### src/rtl/branch_predict_unit.sv
// Branch unit: 2-bit saturating-counter direction predictor read at IF,
// conditional-branch resolution at EX, table training, registered redirect
// on misprediction, and saturating performance counters.
module branch_predict_unit #(
  parameter int unsigned XLEN       = 32,
  parameter int unsigned BHT_DEPTH  = 64,
  parameter int unsigned CNT_W      = 32,
  parameter logic [1:0]  INIT_STATE = 2'b01
) (
  input  logic             clk,
  input  logic             rst_n,
  input  logic [XLEN-1:0]  if_pc,
  output logic             if_pred_taken,
  input  logic             ex_valid,
  input  logic             ex_is_branch,
  input  logic [2:0]       ex_funct3,
  input  logic [XLEN-1:0]  ex_rs1,
  input  logic [XLEN-1:0]  ex_rs2,
  input  logic [XLEN-1:0]  ex_pc,
  input  logic [XLEN-1:0]  ex_imm,
  input  logic             ex_pred_taken,
  output logic             br_taken,
  output logic             redirect,
  output logic [XLEN-1:0]  redirect_pc,
  output logic             br_illegal,
  output logic [CNT_W-1:0] br_count,
  output logic [CNT_W-1:0] mispred_count
);

  localparam int unsigned IDX_W = $clog2(BHT_DEPTH);

  // Two-bit saturating counter states; the MSB is the predicted direction.
  typedef enum logic [1:0] {
    SN = 2'b00,
    WN = 2'b01,
    WT = 2'b10,
    ST = 2'b11
  } ctr_e;

  // Conditional branch encodings; 010 and 011 are reserved.
  typedef enum logic [2:0] {
    F_BEQ  = 3'b000,
    F_BNE  = 3'b001,
    F_BLT  = 3'b100,
    F_BGE  = 3'b101,
    F_BLTU = 3'b110,
    F_BGEU = 3'b111
  } funct3_e;

  ctr_e             bht [BHT_DEPTH];

  logic [IDX_W-1:0] if_idx;
  logic [IDX_W-1:0] ex_idx;
  ctr_e             if_entry;
  ctr_e             ex_entry;
  ctr_e             ctr_next;

  logic             ops_eq;
  logic             ops_lt_signed;
  logic             ops_lt_unsigned;
  logic             funct3_legal;
  logic             cond_taken;

  logic             resolve;
  logic             illegal;
  logic             mispredict;
  logic [XLEN-1:0]  taken_target;
  logic [XLEN-1:0]  fall_through;
  logic [XLEN-1:0]  correct_pc;

  logic             br_count_full;
  logic             mispred_count_full;

  // PC bits outside the word-aligned index field do not select an entry.
  logic             unused_if_pc;
  assign unused_if_pc = ^{if_pc[XLEN-1:IDX_W+2], if_pc[1:0]};

  assign if_idx = if_pc[IDX_W+1:2];
  assign ex_idx = ex_pc[IDX_W+1:2];

  // Prediction is a pure table read; a same-cycle update is not forwarded.
  always_comb begin
    if_entry      = bht[if_idx];
    if_pred_taken = if_entry[1];
  end

  // Operand comparisons shared by all branch types.
  assign ops_eq          = (ex_rs1 == ex_rs2);
  assign ops_lt_signed   = ($signed(ex_rs1) < $signed(ex_rs2));
  assign ops_lt_unsigned = (ex_rs1 < ex_rs2);

  // Decode branch type into legality and actual outcome.
  always_comb begin
    funct3_legal = 1'b1;
    cond_taken   = 1'b0;
    case (ex_funct3)
      F_BEQ:   cond_taken = ops_eq;
      F_BNE:   cond_taken = ~ops_eq;
      F_BLT:   cond_taken = ops_lt_signed;
      F_BGE:   cond_taken = ~ops_lt_signed;
      F_BLTU:  cond_taken = ops_lt_unsigned;
      F_BGEU:  cond_taken = ~ops_lt_unsigned;
      default: funct3_legal = 1'b0;
    endcase
  end

  assign resolve    = ex_valid & ex_is_branch & funct3_legal;
  assign illegal    = ex_valid & ex_is_branch & ~funct3_legal;
  assign mispredict = resolve & (cond_taken != ex_pred_taken);

  // Both candidate PCs wrap modulo 2^XLEN.
  assign taken_target = ex_pc + ex_imm;
  assign fall_through = ex_pc + XLEN'(4);
  assign correct_pc   = cond_taken ? taken_target : fall_through;

  // Saturating counter step for the entry of the resolving branch.
  always_comb begin
    ex_entry = bht[ex_idx];
    ctr_next = ex_entry;
    if (cond_taken) begin
      case (ex_entry)
        SN:      ctr_next = WN;
        WN:      ctr_next = WT;
        WT:      ctr_next = ST;
        default: ctr_next = ST;
      endcase
    end else begin
      case (ex_entry)
        ST:      ctr_next = WT;
        WT:      ctr_next = WN;
        WN:      ctr_next = SN;
        default: ctr_next = SN;
      endcase
    end
  end

  // Table: bulk initialise on reset, train on each resolved branch.
  always_ff @(posedge clk) begin
    if (!rst_n) begin
      for (int unsigned i = 0; i < BHT_DEPTH; i++) begin
        bht[i] <= ctr_e'(INIT_STATE);
      end
    end else if (resolve) begin
      bht[ex_idx] <= ctr_next;
    end
  end

  // Registered resolution outputs; pulses drop unless re-asserted each cycle.
  always_ff @(posedge clk) begin
    if (!rst_n) begin
      br_taken    <= 1'b0;
      redirect    <= 1'b0;
      redirect_pc <= '0;
      br_illegal  <= 1'b0;
    end else begin
      redirect   <= mispredict;
      br_illegal <= illegal;
      if (resolve) begin
        br_taken <= cond_taken;
      end
      if (mispredict) begin
        redirect_pc <= correct_pc;
      end
    end
  end

  assign br_count_full      = &br_count;
  assign mispred_count_full = &mispred_count;

  // Performance counters saturate instead of wrapping.
  always_ff @(posedge clk) begin
    if (!rst_n) begin
      br_count      <= '0;
      mispred_count <= '0;
    end else begin
      if (resolve && !br_count_full) begin
        br_count <= br_count + CNT_W'(1);
      end
      if (mispredict && !mispred_count_full) begin
        mispred_count <= mispred_count + CNT_W'(1);
      end
    end
  end

endmodule

### config.mk
export PLATFORM = sky130hd
export DESIGN_NAME = branch_predict_unit
export DESIGN_NICKNAME = d
export VERILOG_FILES = /design/src/rtl/branch_predict_unit.sv
export SDC_FILE = /design/constraint.sdc
export NUM_CORES = 1
export LEC_CHECK = 0
export ABC_AREA = 1
export BUFFER_PORTS_ARGS = -buffer_cell sky130_fd_sc_hd__buf_2
export CORE_ASPECT_RATIO = 0.5
export CORE_MARGIN = 4
export CORE_UTILIZATION = 35
export DETAILED_ROUTE_END_ITERATION = 6
export RECOVER_POWER = 100
export SLEW_MARGIN = 20
export SYNTH_ARGS = -nofsm -noshare
export SYNTH_HDL_FRONTEND = slang
export SYNTH_SLANG_ARGS = --single-unit
### constraint.sdc
create_clock -name clk -period 3.28 [get_ports clk]
set_clock_uncertainty 0.2 [all_clocks]
set_input_delay 0.656 -clock clk [delete_from_list [all_inputs] [get_ports clk]]
set_output_delay 0.656 -clock clk [all_outputs]
set_load 0.02 [all_outputs]
; ---- Word-level counts from Yosys, hierarchy flattened
; Memory sizes are Yosys's and may differ from the RTL's.
; Index checks and enable logic that the tools add are counted.
[totals]
out_inout_bits = 100
mem_bits_rw = 128
mem_bits_ro = 0
memories = 1
in_bits = 168
register_bits = 99
elab_cells = 54
latchBits = 0
[mem_list]
columns = name, words, width, rd, rd_ports_with_merged_regs, wr, line
row1 = bht, 64, 2, 2, 0, 64, 50  ; ctr_e bht [BHT_DEPTH];
[classes]
mul = 0
magnitude_cmp = 2
n_reduce_logical = 10
shifts = 0
mux = 13
eq_ne = 10
n_addsub = 4
n_div = 0
bitwise = 8
[ops]
columns = op, n
row1 = $add A32 B1 Y32 const B, 2
row2 = $lt A32 B32 Y1, 2
row3 = $reduce_and A32 Y1, 2
row4 = $add A32 B3 Y32 const B, 1
row5 = $add A32 B32 Y32, 1
row6 = $eq A32 B32 Y1, 1
row7 = $mux W32, 1
row8 = $eq A3 B3 Y1 const B, 4
row9 = $pmux W2 S2, 2
row10 = $mux W1, 6
row11 = $mux W6, 1
row12 = $pmux W1 S6, 1
row13 = $reduce_or A6 Y1, 1
row14 = $and A1 B1 Y1, 4
row15 = $eq A2 B2 Y1 const B, 2
row16 = $mux W2, 2
row17 = $not A1 Y1, 4
row18 = $eq A3 B1 Y1 const B, 1
row19 = $logic_not A3 Y1, 1
row20 = $eq A2 B1 Y1 const B, 1
row21 = $logic_and A1 B1 Y1, 2
row22 = $logic_not A1 Y1, 2
row23 = $logic_not A2 Y1, 1
row24 = $reduce_or A2 Y1, 1
row25 = $ne A1 B1 Y1, 1

; ---- Logic depth before layout (Yosys ltp)
[depth]
depth_word = 9
mapped_depth = 24
ltp_nobuf = 22

; ---- Worst setup path after synthesis
; No wires, ideal clock.
[synth_timing]
path_kind = input -> output
start = in if_pc[2]
end = out if_pred_taken
path_stages = 9
t_required_ns = 2.424
n_path_buf = 2
arrival_ns = 2.214
slack_ns = 0.210
cell_sequence = clkbuf_1 -> clkinv_1 -> clkbuf_1 -> nor2_1 -> o21ai_0 -> nor2_1 -> o221ai_1 -> nand2_1 -> o21ai_0
[synth_between]
elab_chain_len = 1
[synth_rtl]
columns = item, line
row1 = from (decl), 12  ; input logic [XLEN-1:0] if_pc,
row2 = $mem_v2 Z64 W2, --
row3 = to (decl), 13  ; output logic if_pred_taken,
; No other way between the ends.

; ---- Final worst setup path
[layout_timing]
start = in if_pc[3]
end = out if_pred_taken
; The elaborated chain is that of the path after synthesis.

==> summary.md <==
| Metric | Value |
|---|---|
| Syn Nets | 2,466 |
| Layout cell share with drive strength beyond 1 | 11.2% |
| Synth Flop Type | edfxtp_1 |
| RSZ-0062 raised after global routing | false |
| CP Launch Type | input port |
| Drt pass-1 iters | 7 |
| Worst Max-Slew Pin Slew | 0.707 ns |
| Worst Hold Margin | 0.133 ns |
| Hold bufs inserted after CTS | 0 |
| Post-route setup TNS | 0 ns |
| Leakage | 7.74 nW |
| Minimum clock period | 3.07 ns |
| Routability congestion estimate from global placement | 0.930 |
| PostCTS Resize Cnt | 0 |
| Post-synth EDFFs | 128 |
| # DRC | 1 |
| Slew margin rel. | 52.9% |
| HP Class | in2reg |
| H-Tree Depth | 1 |
| Post-DP HPWL | 38,400 um |
| Initial antenna violation count | 8 |
| # Max-Cap Violations | 0 |
| Most common cell after layout, fill and taps aside | nand2_1 |
| Sequential area share after synthesis | 37.8% |
| Post-route setup slack | 0.207 ns |
| Vias | 15,530 |
| Vias per cell | 4.96 |
| Final Cycle Share | 93.7% |
| P per Cell Area | 398 nW/um^2 |
| Initial Util | 35.4% |
| Setup violators final | 0 |
| Clock transition at the registers of the reported paths | 0.06 ns |
| Setup WS pre-CTS | -0.126 ns |
| Peak supply drop | 350 uV |
| Met2 global-route usage | 37.8% |
| GR Util met3 | 2.72% |
| Syn Area/Cell | 6.92 um^2 |
| Crit Path Category | in2out |
| Post-CTS Repair Setup Buffers | 0 |
| Distinct cells, synth | 52 |
| Failing checks | design-rule violations |
| Hold depth | 2 |
| Critical path capture point type | output port |
| Outcome | complete, but fails checks |
| Latest clock arrival within the worst-skew pair | 0.56 ns |
| Root buf cell | clkbuf_16 |
| Final hold violation count | 0 |
| Die X | 305 um |
| CORE AREA | 43,600 um^2 |
| Synth Cell Area | 15,400 um^2 |
| Most frequent cells in the layout | nand2_1, nor2_1, inv_1, buf_2, edfxtp_1 |
| Die ar. | 47,700 um^2 |
| Async S/R FF share, synth | 0% |
| All-Layer GR Usage | 20.5% |
| Die height | 156 um |
| DRT Wirelength | 50,400 um |
| Global-route wire length before repair | 78,700 um |
| Util after Layout | 42.4% |
| Global routing's busiest layer | met2 |
| Largest net degree at the start of global routing | 131 |
| FF+latch count, synth | 227 |
| DR WL/cell | 16.1 um |
| Area grow syn2layout | 19.7% |
| TritonCTS clock tree | built |
| GRT met1 Usage | 24.3% |
| CTS sink cnt | 227 |
| Cells after synthesis | 2,231 |
| CP required | 2.42 ns |
| Final Net Count | 2,752 |
| Total grt overflow | 0 |
| FF-to-FF path depth | 13 |
| Ys Warns | 0 |
| Num rows | 54 |
| Io pins | 268 |
| Buffers on Ports | 241 |
| CP arrival | 2.22 ns |
| Max FO, Critical Path | 9 |
| Maximum clock frequency | 0.325 GHz |
| Vias in the first global route | 15,058 |
| Maximum root-to-sink buffer count | 3 |
| Routed Antenna Nets | 0 |
| Max Slew Vio Count | 0 |
| Starting DRT DRC Count | 1,232 |
| Total CTS buffers | 24 |
[stage by stage]
| stage | cell area [um^2] | instances | power (mW) |
|---|---|---|---|
| floorplan | 15400 | 2231 | 4.06 |
| global placement | 17900 | 3079 | 4.64 |
| detailed placement | 17900 | 3079 | 4.65 |
| CTS | 18700 | 3123 | 7.45 |
| global route | 18500 | 3131 | 7.72 |
| finish | 18500 | 3131 | 7.35 |
[synth_stat cells, types with 4 or more instances]
cell | instances | area share [%]
nand2_1 | 560 | 14
nor2_1 | 345 | 8.4
inv_1 | 339 | 8.2
edfxtp_1 | 128 | 25
a21oi_1 | 113 | 3.7
nand3_1 | 111 | 3.6
o21ai_0 | 110 | 3.6
dfxtp_1 | 99 | 13
ha_1 | 66 | 5.4
nand4_1 | 65 | 2.6
clkbuf_1 | 37 | 0.90
xor2_1 | 37 | 2.1
nor3_1 | 33 | 1.1
buf_2 | 25 | 0.81
xnor2_1 | 18 | 1.0
nor4_1 | 15 | 0.61
a22oi_1 | 10 | 0.49
o22ai_1 | 10 | 0.41
o2111ai_1 | 9 | 0.51
buf_6 | 8 | 0.58
inv_2 | 8 | 0.19
a211oi_1 | 7 | 0.34
a221oi_1 | 7 | 0.40
a21boi_0 | 6 | 0.29
o21a_1 | 5 | 0.24
o221ai_1 | 5 | 0.28
a21o_1 | 4 | 0.19
nand3_2 | 4 | 0.26
o211ai_1 | 4 | 0.19
o21bai_1 | 4 | 0.19
[final cells by class]
class	instances	area [um^2]
diodes	8	20.0
clock buffers	30	643
clock inverters	14	148
fillers	4605	25100
inverters	350	1310
multi-input cells	1579	7910
flip-flops and latches	227	5830
well taps	588	736
repair buffers	335	1880
[report_power, final]
group          internal (mW)  switching, mW
sequential              3.05         0.0279
clock                   1.56           1.24
combinational          0.519          0.954
[logic make-up after synthesis]
kind of cell	share of synthesized area [%]
DFF	37.8
buffers and inverters	11.0
adders and majority gates	5.48
xor gates and xnor gates	3.12
AOI/OAI and AO/OA	11.7
and+or+nand+nor	30.9
[worst max-delay path, stage by stage]
cell      delay, ns
buf_2          0.13
inv_1          0.30
o21ai_0        0.16
o22ai_1        0.17
nor2_1         0.05
o311ai_0       0.30
o211ai_1       0.13
o21ai_0        0.12
buf_2          0.21
[path summary, 6_finish.rpt]
path	start	endpoint	slack, ns
max reg2reg	br_count[0]	br_count[19]	0.51
min	ex_funct3[2]	br_illegal	0.13
max	if_pc[3]	if_pred_taken	0.21
min reg2reg	redirect_pc[25]	redirect_pc[25]	0.26
[state kept, by name, indices dropped and copies added (netlist names)]
register / cells
bht: 128
br_count: 32
br_illegal: 1
br_taken: 1
mispred_count: 32
redirect: 1
redirect_pc: 32
[metal layers]
| layer | routed length [um] | vias to the layer above |
|---|---|---|
| li1 | - | 7871 |
| met5 | 0 | - |
| met3 | 2530 | 106 |
| met2 | 25100 | 431 |
| met4 | 2040 | 0 |
| met1 | 20700 | 7122 |
(Power assumes the default switching activity.)
